==> config.mk <==
export PLATFORM = sky130hd
export DESIGN_NAME = mem_arbiter
export DESIGN_NICKNAME = d
export VERILOG_FILES = /design/src/rtl/mem_arb_pkg.sv /design/src/rtl/mem_arb_select.sv /design/src/rtl/mem_arbiter.sv
export SDC_FILE = /design/constraint.sdc
export NUM_CORES = 1
export LEC_CHECK = 0
export ABC_AREA = 1
export CAP_MARGIN = 10
export CORE_ASPECT_RATIO = 1.4
export CORE_MARGIN = 2
export CORE_UTILIZATION = 42
export DETAILED_ROUTE_END_ITERATION = 6
export GPL_TIMING_DRIVEN = 0
export HOLD_SLACK_MARGIN = 0.08
export PLACE_DENSITY = 0.81
export SLEW_MARGIN = 30
export SYNTH_ARGS = -nofsm -noshare
export SYNTH_HDL_FRONTEND = slang
export SYNTH_HIERARCHICAL = 1
export SYNTH_SLANG_ARGS = --single-unit
==> constraint.sdc <==
create_clock -name clk -period 2.1 [get_ports clk]
set_input_delay 0.42 -clock clk [delete_from_list [all_inputs] [get_ports clk]]
set_output_delay 0.42 -clock clk [all_outputs]
set_load 0.005 [all_outputs]
==> src/rtl/mem_arb_pkg.sv <==
// mem_arb_pkg: shared states, grant classes and block geometry for the memory arbiter
package mem_arb_pkg;
    localparam int BLOCK_WORDS = 4;
    localparam int BEAT_W = $clog2(BLOCK_WORDS);
    localparam int OFF_W = BEAT_W + 2;
    typedef enum logic [1:0] {S_IDLE, S_IRD, S_DRD, S_DWR} state_t;
    typedef enum logic [1:0] {G_NONE, G_I, G_DR, G_DW} grant_t;
endpackage

==> src/rtl/mem_arb_select.sv <==
// mem_arb_select: round-robin pick between I and D, with D writes ahead of D refills
module mem_arb_select
    import mem_arb_pkg::*;
(
    input  logic       i_elig_i,
    input  logic       dr_elig_i,
    input  logic       dw_elig_i,
    input  logic       last_d_i,
    output logic [1:0] gnt_o
);
    logic d_elig;
    assign d_elig = dr_elig_i | dw_elig_i;
    assign gnt_o  = (i_elig_i && !(d_elig && !last_d_i)) ? G_I :
                    d_elig ? (dw_elig_i ? G_DW : G_DR) : G_NONE;
endmodule

==> src/rtl/mem_arbiter.sv <==
// mem_arbiter: shares one memory port among I refill, D refill and D write-through
module mem_arbiter
    import mem_arb_pkg::*;
#(
    parameter int ADDR_W = 32,
    parameter int DATA_W = 32
) (
    input  logic              clk,
    input  logic              rst_n,
    input  logic              i_req_i,
    input  logic [ADDR_W-1:0] i_addr_i,
    input  logic              i_abort_i,
    output logic              i_rvalid_o,
    output logic [BEAT_W-1:0] i_ridx_o,
    output logic [DATA_W-1:0] i_rdata_o,
    output logic              i_ready_o,
    input  logic              d_rreq_i,
    input  logic [ADDR_W-1:0] d_raddr_i,
    output logic              d_rvalid_o,
    output logic [BEAT_W-1:0] d_ridx_o,
    output logic [DATA_W-1:0] d_rdata_o,
    output logic              d_rready_o,
    input  logic              d_wreq_i,
    input  logic [ADDR_W-1:0] d_waddr_i,
    input  logic [DATA_W-1:0] d_wdata_i,
    output logic              d_wready_o,
    output logic              mem_req_o,
    output logic              mem_we_o,
    output logic [ADDR_W-1:0] mem_addr_o,
    output logic [DATA_W-1:0] mem_wdata_o,
    input  logic [DATA_W-1:0] mem_rdata_i,
    input  logic              mem_ack_i,
    output logic              busy_o
);
    state_t                state_q, state_d;
    logic                  last_d_q, last_d_d, abort_q, abort_d;
    logic [BEAT_W-1:0]     beat_q, beat_d, ridx_q, ridx_d, beat_n;
    logic [ADDR_W-1:OFF_W] base_q, base_d;
    logic                  mem_req_q, mem_req_d, mem_we_q, mem_we_d;
    logic [ADDR_W-1:0]     mem_addr_q, mem_addr_d, gaddr;
    logic [DATA_W-1:0]     mem_wdata_q, mem_wdata_d, rdata_q, rdata_d;
    logic                  i_rvalid_q, i_rvalid_d, d_rvalid_q, d_rvalid_d;
    logic                  i_ready_q, i_ready_d, d_rready_q, d_rready_d, d_wready_q, d_wready_d;
    logic [1:0]            gnt;
    logic                  last_beat, drop;
    // a requester whose ready pulse is high is masked so it cannot be regranted on stale level
    mem_arb_select u_sel (
        .i_elig_i  (i_req_i & ~i_abort_i & ~i_ready_q),
        .dr_elig_i (d_rreq_i & ~d_rready_q),
        .dw_elig_i (d_wreq_i & ~d_wready_q),
        .last_d_i  (last_d_q),
        .gnt_o     (gnt)
    );
    assign gaddr     = (gnt == G_I) ? i_addr_i : (gnt == G_DR) ? d_raddr_i : d_waddr_i;
    assign beat_n    = beat_q + BEAT_W'(1);
    assign last_beat = (state_q == S_DWR) || (beat_q == BEAT_W'(BLOCK_WORDS - 1));
    assign drop      = (state_q == S_IRD) && (abort_q || i_abort_i);
    always_comb begin
        state_d     = state_q;
        last_d_d    = last_d_q;
        abort_d     = abort_q;
        beat_d      = beat_q;
        base_d      = base_q;
        mem_req_d   = mem_req_q;
        mem_we_d    = mem_we_q;
        mem_addr_d  = mem_addr_q;
        mem_wdata_d = mem_wdata_q;
        rdata_d     = rdata_q;
        ridx_d      = ridx_q;
        i_rvalid_d  = 1'b0;
        d_rvalid_d  = 1'b0;
        i_ready_d   = 1'b0;
        d_rready_d  = 1'b0;
        d_wready_d  = 1'b0;
        if (state_q == S_IDLE) begin
            if (gnt != G_NONE) begin
                state_d     = (gnt == G_I) ? S_IRD : (gnt == G_DR) ? S_DRD : S_DWR;
                last_d_d    = (gnt != G_I);
                beat_d      = '0;
                base_d      = gaddr[ADDR_W-1:OFF_W];
                mem_req_d   = 1'b1;
                mem_we_d    = (gnt == G_DW);
                mem_addr_d  = (gnt == G_DW) ? gaddr : {gaddr[ADDR_W-1:OFF_W], {OFF_W{1'b0}}};
                mem_wdata_d = d_wdata_i;
            end
        end else if (!mem_ack_i) begin
            abort_d = abort_q | ((state_q == S_IRD) & i_abort_i);
        end else begin
            // an aborted beat still has to finish on the bus, but its data is discarded
            i_rvalid_d = (state_q == S_IRD) && !drop;
            d_rvalid_d = (state_q == S_DRD);
            rdata_d    = mem_rdata_i;
            ridx_d     = beat_q;
            if (last_beat || drop) begin
                state_d    = S_IDLE;
                mem_req_d  = 1'b0;
                mem_we_d   = 1'b0;
                abort_d    = 1'b0;
                i_ready_d  = (state_q == S_IRD) && !drop;
                d_rready_d = (state_q == S_DRD);
                d_wready_d = (state_q == S_DWR);
            end else begin
                beat_d     = beat_n;
                mem_addr_d = {base_q, beat_n, 2'b00};
            end
        end
    end
    always_ff @(posedge clk or negedge rst_n) begin
        if (!rst_n) begin
            state_q     <= S_IDLE;
            last_d_q    <= 1'b0;
            abort_q     <= 1'b0;
            beat_q      <= '0;
            base_q      <= '0;
            mem_req_q   <= 1'b0;
            mem_we_q    <= 1'b0;
            mem_addr_q  <= '0;
            mem_wdata_q <= '0;
            rdata_q     <= '0;
            ridx_q      <= '0;
            i_rvalid_q  <= 1'b0;
            d_rvalid_q  <= 1'b0;
            i_ready_q   <= 1'b0;
            d_rready_q  <= 1'b0;
            d_wready_q  <= 1'b0;
        end else begin
            state_q     <= state_d;
            last_d_q    <= last_d_d;
            abort_q     <= abort_d;
            beat_q      <= beat_d;
            base_q      <= base_d;
            mem_req_q   <= mem_req_d;
            mem_we_q    <= mem_we_d;
            mem_addr_q  <= mem_addr_d;
            mem_wdata_q <= mem_wdata_d;
            rdata_q     <= rdata_d;
            ridx_q      <= ridx_d;
            i_rvalid_q  <= i_rvalid_d;
            d_rvalid_q  <= d_rvalid_d;
            i_ready_q   <= i_ready_d;
            d_rready_q  <= d_rready_d;
            d_wready_q  <= d_wready_d;
        end
    end
    assign i_rvalid_o  = i_rvalid_q;
    assign i_ridx_o    = ridx_q;
    assign i_rdata_o   = rdata_q;
    assign i_ready_o   = i_ready_q;
    assign d_rvalid_o  = d_rvalid_q;
    assign d_ridx_o    = ridx_q;
    assign d_rdata_o   = rdata_q;
    assign d_rready_o  = d_rready_q;
    assign d_wready_o  = d_wready_q;
    assign mem_req_o   = mem_req_q;
    assign mem_we_o    = mem_we_q;
    assign mem_addr_o  = mem_addr_q;
    assign mem_wdata_o = mem_wdata_q;
    assign busy_o      = (state_q != S_IDLE);
endmodule
**After elaboration in Yosys (flattened, before gate mapping)**

Index checks and enable logic that the tools add are counted.
Widths: inputs -> output; s select.

- Register bits: 139
- Input port bits: 167
- Output and inout port bits: 140
- Logic and storage cells: 100

- Add/sub/neg operators: 1
- Equality and inequality tests: 11
- Multiplexer cells: 40
- Bitwise logic cells: 12
- Reductions and logical operators: 20

Operators with widths:

| kind | count |
|---|---|
| $mux 32 | 6 |
| $mux 1 | 22 |
| $mux 2 | 11 |
| $eq 2x2->1 const B | 5 |
| $reduce_bool 2->1 | 4 |
| $ne 2x1->1 const B | 3 |
| $reduce_and 2->1 | 3 |
| $reduce_and 3->1 | 2 |
| $and 1x1->1 | 5 |
| $not 1->1 | 5 |
| $eq 2x1->1 const B | 2 |
| $logic_and 1x1->1 | 4 |
| $mux 4 | 1 |
| $logic_not 1->1 | 3 |
| $logic_or 1x1->1 | 3 |
| $add 2x1->2 const B | 1 |
| $logic_not 2->1 | 1 |
| $ne 2x2->1 const B | 1 |
| $or 1x1->1 | 2 |

**Longest topological paths before layout**

Gate-level depths: netlist of run 1.

- Depth in word-level cells: 13
- Depth in mapped cells: 13
- Gate-level depth less buffers: 12

**Hierarchy**

The synthesis of run 1 kept the hierarchy.

By module, submodules not included:

| module | instances | cells each | area each (µm²) | sequential area each (µm²) |
|---|---|---|---|---|
| mem_arbiter | 1 | 858 | 6686.4 | 3478.3 |
| mem_arb_select | 1 | 7 | 28.8 | 0.0 |

**Least setup slack after synthesis of run 1**

No wires, ideal clock.

- Kind: input port to flip-flop
- Start point: in d_wreq_i
- End point: reg mem_addr_q[20] (netlist: mem_addr_o[20])
- Setup time: 0.117 ns
- Data arrival time: 1.713 ns
- Data required time: 1.983 ns
- Path slack: 0.270 ns
- Stages on the path: 13
- Buffers on the path: 2
- Cells stage by stage: inv_1 -> nor2_1 -> o21ai_1 -> nand2_1 -> nand2_1 -> inv_2 -> buf_2 -> buf_1 -> nand3_1 -> nand3_1 -> nand3_1 -> nand3_1 -> nand2_1

- Word-level cells in the longest chain between the ends: 11
- Elaborated cells between the ends (all ways): 17
- Those cells by class: eq/ne (3); mux (7); bitwise (2); reduce/logical (5)

Ends and longest elaborated chain:

| element | RTL line | RTL |
|---|---|---|
| from (decl) | mem_arbiter.sv:23 | `input logic d_wreq_i,` |
| $and 1x1->1 * | mem_arbiter.sv:50 | `.dw_elig_i (d_wreq_i & ~d_wready_q),` |
| $or 1x1->1 | mem_arb_select.sv:12 | `assign d_elig = dr_elig_i \| dw_elig_i;` |
| $logic_and 1x1->1 | mem_arb_select.sv:13 | `assign gnt_o = (i_elig_i && !(d_elig && !last_d_i)) ? G_I :` |
| $logic_not 1->1 | mem_arb_select.sv:13 |  |
| $logic_and 1x1->1 | mem_arb_select.sv:13 |  |
| $mux 2 * | mem_arb_select.sv:13 |  |
| via gnt[0] | mem_arbiter.sv:44 | `logic [1:0] gnt;` |
| $eq 2x2->1 | mem_arbiter.sv:54 | `assign gaddr = (gnt == G_I) ? i_addr_i : (gnt == G_DR) ? d_raddr_i : d_waddr_i;` |
| $mux 32 (2 in a row) | mem_arbiter.sv:54 |  |
| $mux 32 | mem_arbiter.sv:76 | `if (gnt != G_NONE) begin` |
| $mux 32 | mem_arbiter.sv:75 | `if (state_q == S_IDLE) begin` |
| to (signal assigned) | mem_arbiter.sv:134 | `mem_addr_q <= mem_addr_d;` |
| to (decl) | mem_arbiter.sv:40 | `logic [ADDR_W-1:0] mem_addr_q, mem_addr_d, gaddr;` |

The timed path passes the listed nets; every way through them passes the cells marked *. The select of a mux whose other input is x is not followed.
A chain may end at the register's enable or synchronous reset.

**Final worst setup path of run 1**

- Start point: reg state_q[0]
- End point: out busy_o

- Word-level cells in the longest chain between the ends: 1

Ends and longest elaborated chain:

| element | RTL line | RTL |
|---|---|---|
| from (decl) | mem_arbiter.sv:35 | `state_t state_q, state_d;` |
| from (signal assigned) | mem_arbiter.sv:127 | `state_q <= state_d;` |
| $reduce_bool 2->1 | mem_arbiter.sv:158 | `assign busy_o = (state_q != S_IDLE);` |
| to (decl) | mem_arbiter.sv:33 | `output logic busy_o` |

Every way passes these cells.

==> results of run 1 <==
## power by group
group / leakage [µW] / switching (µW) / internal, µW
Sequential: 0.00167 / 824 / 4040
Combinational: 0.00329 / 4040 / 4530
Clock: 0.000289 / 1170 / 1900
## flip-flops by register name (all words and copies together) (netlist names)
name,cells
d_rdata_o,32
abort_q,1
d_rready_o,1
d_rvalid_o,1
mem_req_o,1
mem_wdata_o,32
beat_q,2
state_q,2
i_rvalid_o,1
d_wready_o,1
i_ready_o,1
mem_addr_o,32
base_q,28
last_d_q,1
mem_we_o,1
d_ridx_o,2
## through the flow
| step | total power [µW] | util | cells | hold slack, ps | worst slack, ps |
|---|---|---|---|---|---|
| floorplan | 8890 | - | 865 | 124 | 270 |
| global placement | 13000 | 0.637 | 1359 | 454 | -5040 |
| detailed placement | 13200 | 0.639 | 1360 | 409 | -792 |
| CTS | 16500 | 0.683 | 1392 | 473 | 0.0367 |
| global route | 17700 | 0.688 | 1394 | 485 | -46.1 |
| finish | 16500 | 0.688 | 1394 | 469 | 61.7 |
## final cells by class
cell class | instances | area, µm² | area share
Timing Repair Buffer | 301 | 3030 | 0.283
Multi-Input combinational cell | 579 | 2580 | 0.240
Inverter | 71 | 272 | 0.0253
Clock inverter | 13 | 166 | 0.0155
Tap cell | 196 | 245 | 0.0229
Buffer | 77 | 519 | 0.0484
Clock buffer | 18 | 439 | 0.0409
Sequential cell | 139 | 3480 | 0.324
## how the worst max path moves through the flow
stage                                start                     endpoint  slack [ps]  cells past startpoint
floorplan                         d_wreq_i   mem_addr_o[20]$_DFFE_PN0P_         270                     13
finish              state_q[0]$_DFFE_PN0P_                       busy_o          60                      3
detailed placement                d_wreq_i   mem_addr_o[14]$_DFFE_PN0P_        -790                     14
global route                      d_wreq_i   mem_addr_o[17]$_DFFE_PN0P_         -50                     14
CTS                 state_q[1]$_DFFE_PN0P_                       busy_o        0.04                      3
global placement                     rst_n  mem_wdata_o[10]$_DFFE_PN0P_       -5040                      1
## cells by family after synthesis
group | after synthesis | synth area share
flops | 139 | 0.518
fa+ha+maj | 1 | 0.00186
simple gates | 539 | 0.338
compound gates | 38 | 0.0354
buf+inv | 148 | 0.107
## routing by layer
metal | up-vias | global-route usage | wire [µm]
met5 | - | 0 | 0
li1 | 3320 | - | -
met2 | 260 | 0.434 | 10900
met1 | 3111 | 0.285 | 8030
met4 | 0 | 0.103 | 667
met3 | 43 | 0.0449 | 1160
## tightest hold or removal path, cell delays in order, from the launching register on
cell                      delay [ps]
sky130_fd_sc_hd__dfrtp_1         340
sky130_fd_sc_hd__nand2_1          50
sky130_fd_sc_hd__nand2_1          40
## layout by cell type, fill, tap and decap left out, types with 15 or more instances in the layout
cell type and instances:
sky130_fd_sc_hd__clkdlybuf4s50_1 297, sky130_fd_sc_hd__nand3_1 117, sky130_fd_sc_hd__or2_2 15, sky130_fd_sc_hd__inv_1 66, sky130_fd_sc_hd__a31oi_1 27, sky130_fd_sc_hd__dfrtp_1 137
sky130_fd_sc_hd__nor2_1 35, sky130_fd_sc_hd__nand2_1 341, sky130_fd_sc_hd__clkbuf_16 17, sky130_fd_sc_hd__buf_4 46
## repair_timing
| item | in CTS | in global routing |
|---|---|---|
| buffers inserted | 0 | 1 |
| pin swaps | 0 | 1 |
| resized for setup | 26 | 25 |
| hold buffers | 1 | 0 |
| gates cloned | 0 | 1 |
| endpoints found under the hold margin | 68 | 0 |
| setup endpoints to repair | 72 | 72 |
==> results.md, run 1 <==
* Result of the run: completed
* Half-perimeter wire length after detailed placement at ~16000 µm
* Type of the most critical hold path: reg2reg
* Number of flip-flops and latches in the synthesized netlist at 139
* Worst-case reg-to-reg path depth at 12
* Number of violations reported at the end of detailed-routing iteration 0 at between 200 and 300
* DIE WIDTH at around 110 µm
* Cell area after layout at 0.0107 mm²
* Drc violations at 0
* Slowest stage delay, CP at around 540 ps
* Setup repair after global routing missed its margin: yes
* Post-Syn Area per Cell at between 7 and 8 µm²
* Number of clock buffers inserted by TritonCTS at 17
* Period utilisation layout at 0.971
* Max-slew violation total from the final report at 0
* Layout-stage area growth over the synthesis result at 59.8%
* Post-detailed-placement cell area at roughly 0.010 mm²
* Final-layout setup total negative slack at 0 ps
* Level count of the clock H-tree at 4
* Clock latency of the later-clocked register in the worst-skew pair at around 410 ps
* Length of the first detailed-routing pass in iterations at 5
* CTS sink cnt at 139
* Transition time at the pin with the least slew margin at between 500 and 600 ps
* Synthesized Nets at roughly 1000
* Reg-to-reg startpoint: d_wready_o$_DFF_PN0_
* Effective utilization at floorplan at 0.430
* Mapped Cells at ~870
* Hold path cells at 2
* Floorplan core area at ~0.016 mm²
* Row Count at 54
* Via density at 4.83
* Power density cells at ~1500 mW/mm²
* Number of global-route vias before repair at 6493
* Syn. warnings at 6
* Top post-synthesis cells by area: sky130_fd_sc_hd__dfrtp_1 52%, sky130_fd_sc_hd__nand2_1 19%, sky130_fd_sc_hd__nand3_1 8.7%, sky130_fd_sc_hd__buf_4 4.0%, sky130_fd_sc_hd__inv_1 3.7%
* Largest net degree at the start of global routing at 72
* Port-buffer cells at ~300
* Critical Path Source Type: register
* Final-stage net count at between 1000 and 1500
* Kind of end point of the critical path: primary output
* Die outline area at 0.0170 mm²
* Clock tree from TritonCTS: yes
* Ys async rst share at 1.00
* Number of inserted filler cells in the final layout at approximately 1300
* Endpoints failing setup at 0
* Maximum vdd drop at 0.830 mV
* Most frequent cell after synthesis: sky130_fd_sc_hd__nand2_1
* Clock Tree Buf Depth at 2
* End of the worst register-to-register path: mem_addr_o[14]$_DFFE_PN0P_
* Slew headroom at 0.638
* Maximum capacitance violations at 0
* Antenna violation net count after detailed routing at 0
* Total Wirelength at ~21000 µm
* Top fanout value on the critical path at 9
* Endpoints failing hold at 0
* Overall fraction of global-route tracks in use at 0.243
* DIE HEIGHT at 154 µm
* Synth area leader: sky130_fd_sc_hd__dfrtp_1
* Critical path buffers and inverters at 2
* Worst path slowest cell: sky130_fd_sc_hd__clkdlybuf4s50_1
* Worst clock skew at between 10 and 15 ps
* Data required time of the worst path at between 1500 and 2000 ps
* Commonest register cell after synthesis: sky130_fd_sc_hd__dfrtp_1
* Critical path class: reg2out
* Total congestion overflow at 0
* Startpoint of the tightest hold check path: mem_wdata_o[11]$_DFFE_PN0P_
* Clk pin slew, worst setup/hold paths at ~60 ps
* EDFF count, synth at 0
* Antenna cells at 0
* Gate family responsible for the most delay along the worst path: buffers and inverters
* Initial antenna violation count at 0
* Final estimated routing congestion in global placement at 0.829
* Wire length of the first global-routing pass at between 30000 and 40000 µm
* Share of Yosys cell area claimed by the top area cell type at 0.518
* Commonest cells post-synth: 348 x sky130_fd_sc_hd__nand2_1, 139 x sky130_fd_sc_hd__dfrtp_1, 117 x sky130_fd_sc_hd__nand3_1, 67 x sky130_fd_sc_hd__inv_1, 37 x sky130_fd_sc_hd__nor2_1
* Post-synth design cell area at ~0.0067 mm²
* Number of vias after detailed routing at 6734
* Slack of the worst reg-to-reg path at 180 ps
* Min cycle time layout at around 2000 ps
* Register area share after synthesis at 0.518
* Worst Hold Endpoint: mem_wdata_o[11]$_DFFE_PN0P_
* FMAX at about 490 MHz
* Layout cells sized above 1 at 0.114
* Chain of cells forming the critical path: inv_2 -> nand2_4 -> clkdlybuf4s50_1
* Io pins at around 300
* LEAKAGE at between 0.005 and 0.006 µW
* Data arrival time of the critical path at between 1500 and 2000 ps
* Clock Root Buffer: sky130_fd_sc_hd__clkbuf_16
* Drt wl/cell at between 10 and 15 µm
* Cell variety after synth at 26
No activity file was read; power rests on OpenSTA's default activity.
==> inputs of run 2 (changes only) <==
- CTS_CLUSTER_DIAMETER: unset -> 120
- GPL_TIMING_DRIVEN: 0 -> unset
==> results.md, run 2 (same netlist as run 1, synthesis figures left out) <==
* Level count of the clock H-tree at 4
* Min cycle time layout at between 2000 and 2500 ps
* Final-stage net count at about 1300
* Clock latency of the later-clocked register in the worst-skew pair at between 400 and 500 ps
* Number of buffers inserted by post-CTS setup repair at 0
* FMAX at between 400 and 500 MHz
* Power density cells at between 1500 and 2000 mW/mm²
* Type of the most critical hold path: reg2reg
* Critical path origin: state_q[0]$_DFFE_PN0P_
* Total congestion overflow at 0
* Metal-1 WL at just under 8000 µm
* Most common cell after layout, fill and taps aside: sky130_fd_sc_hd__nand2_1
* Period utilisation layout at 0.978
* Final estimated routing congestion in global placement at between 0.8 and 0.9
* Overall fraction of global-route tracks in use at 0.239
* Max Used Layer: met4
* Clock tree from TritonCTS: yes
* Top fanout value on the critical path at 6
* Final-layout setup total negative slack at 0 ps
* Startpoint of the tightest hold check path: mem_wdata_o[9]$_DFFE_PN0P_
* Number of global-route vias before repair at roughly 6500
* Endpoints failing setup at 0
* Via density at about 4.9
* Row Count at 54
* Chain of cells forming the critical path: inv_2 -> nand2_1 -> clkdlybuf4s50_1
* Number of inserted filler cells in the final layout at 1223
* Clk pin slew, worst setup/hold paths at around 60 ps
* Data arrival time of the critical path at about 1600 ps
* Cell area after layout at ~0.011 mm²
* Slew headroom at 0.600
* Wire length on met3 at about 1100 µm
* Max-slew violation total from the final report at 0
* Initial antenna violation count at 0
* Maximum vdd drop at between 0.8 and 0.9 mV
* DIE HEIGHT at between 150 and 200 µm
* Final worst slack at around 46 ps
* Maximum capacitance violations at 0
* Worst path slowest cell: sky130_fd_sc_hd__clkdlybuf4s50_1
* Slowest stage delay, CP at around 550 ps
* Wire length of the first global-routing pass at 32700 µm
* Clock Root Buffer: sky130_fd_sc_hd__clkbuf_16
* Result of the run: completed
* Gate family responsible for the most delay along the worst path: buffers and inverters
* Critical path buffers and inverters at 2
* Antenna cells at 0
* Antenna violation net count after detailed routing at 0
* Port-buffer cells at slightly below 300
* Transition time at the pin with the least slew margin at approximately 600 ps
* Slack of the worst reg-to-reg path at roughly 230 ps
* Reg-to-reg startpoint: d_wready_o$_DFF_PN0_
* Leading cell types in the layout, fill and taps excluded: 346 x sky130_fd_sc_hd__nand2_1, 297 x sky130_fd_sc_hd__clkdlybuf4s50_1, 137 x sky130_fd_sc_hd__dfrtp_1
* Die outline area at between 0.015 and 0.02 mm²
* Largest net degree at the start of global routing at 58
* Clock Tree Buf Depth at 2
* Critical Path Source Type: register
* Total Wirelength at around 21000 µm
* Floorplan core area at ~0.016 mm²
* Number of cells after detailed placement at approximately 1300
* DIE WIDTH at about 110 µm
* Endpoints failing hold at 0
* Endpoint of the most critical setup path: busy_o
* Post-detailed-placement cell area at about 0.010 mm²
* Number of vias after detailed routing at about 6600
* Half-perimeter wire length after detailed placement at between 10000 and 15000 µm
* Number of clock buffers inserted by TritonCTS at 17
* CTS sink cnt at between 100 and 150
* Drt wl/cell at around 15 µm
* Critical path class: reg2out
* End of the worst register-to-register path: mem_addr_o[14]$_DFFE_PN0P_
* Io pins at 307
* Worst-case reg-to-reg path depth at 13
* Hold path cells at 2
* LEAKAGE at 0.00513 µW
* Met2 Routed Length at roughly 11000 µm
* Number of violations reported at the end of detailed-routing iteration 0 at about 400
* Length of the first detailed-routing pass in iterations at 6
* Post-Place Setup Slack at -366 ps
* Data required time of the worst path at 1680 ps
* Layout cells sized above 1 at 0.0872
* Worst Hold Slack at about 470 ps
* Drc violations at 0
* Worst clock skew at approximately 11 ps
* Post-Layout Cell Count at approximately 1400
* Layout-stage area growth over the synthesis result at 58.0%
* Effective utilization at floorplan at 0.430
* Kind of end point of the critical path: primary output
* Path length in cells of the critical path at 3
==> run 2: changes by cell type in the layout (fill, tap and decap cells not counted), sizes merged <==
cell	before	now
buf	61	39
bufinv	3	1
clkbuf	37	20
clkinv	5	3
clkinvlp	3	5
inv	73	75
nand2	350	349
==> run 2: metal layers <==
metal	GRT usage	vias up
met5	0	-
li1	-	3241
met2	0.442	281
met1	0.277	3054
met4	0.0827	0
met3	0.0441	36
==> run 2: area by class of cell <==
class | instances | area [µm²] | area share
Sequential cell | 139 | 3480 | 0.328
Tap cell | 196 | 245 | 0.0231
Multi-Input combinational cell | 578 | 2540 | 0.239
Clock inverter | 13 | 131 | 0.0124
Timing Repair Buffer | 338 | 3490 | 0.329
Inverter | 71 | 267 | 0.0251
Clock buffer | 19 | 453 | 0.0427
==> run 2: worst min-delay path, delay by kind of cell (launching register included) <==
family	cells	cell delay [ps]
AND/OR/NAND/NOR	2	100
flip-flops	1	340
==> run 2: how the worst min path moves through the flow <==
| stage | end | slack, ps |
|---|---|---|
| after global placement | mem_addr_o[25]$_DFFE_PN0P_ | 430 |
| after detailed placement | mem_addr_o[26]$_DFFE_PN0P_ | 440 |
| after CTS | mem_wdata_o[29]$_DFFE_PN0P_ | 470 |
| after global routing | mem_wdata_o[22]$_DFFE_PN0P_ | 500 |
| after floorplan | abort_q$_DFFE_PN0P_ | 120 |
| final | mem_wdata_o[9]$_DFFE_PN0P_ | 470 |
==> run 2: where the power goes <==
part	internal, µW	switching, µW
clock network	1720	1240
logic	4350	3900
registers	4040	849
total	10100	6000
==> run 2: metrics by stage <==
step / power (µW) / util
finish: 16100 / 0.680
global route: 17300 / 0.680
CTS: 16200 / 0.678
detailed placement: 13100 / 0.639
global placement: 12900 / 0.639
floorplan: 8890 / -
==> run 2: what timing repair did <==
action | in CTS | in global routing
endpoints found under the setup margin | 1 | 28
pin swaps | 0 | 0
hold buffers | 1 | 0
endpoints found under the hold margin | 51 | 0
gates resized for setup | 2 | 3
cloned | 0 | 1
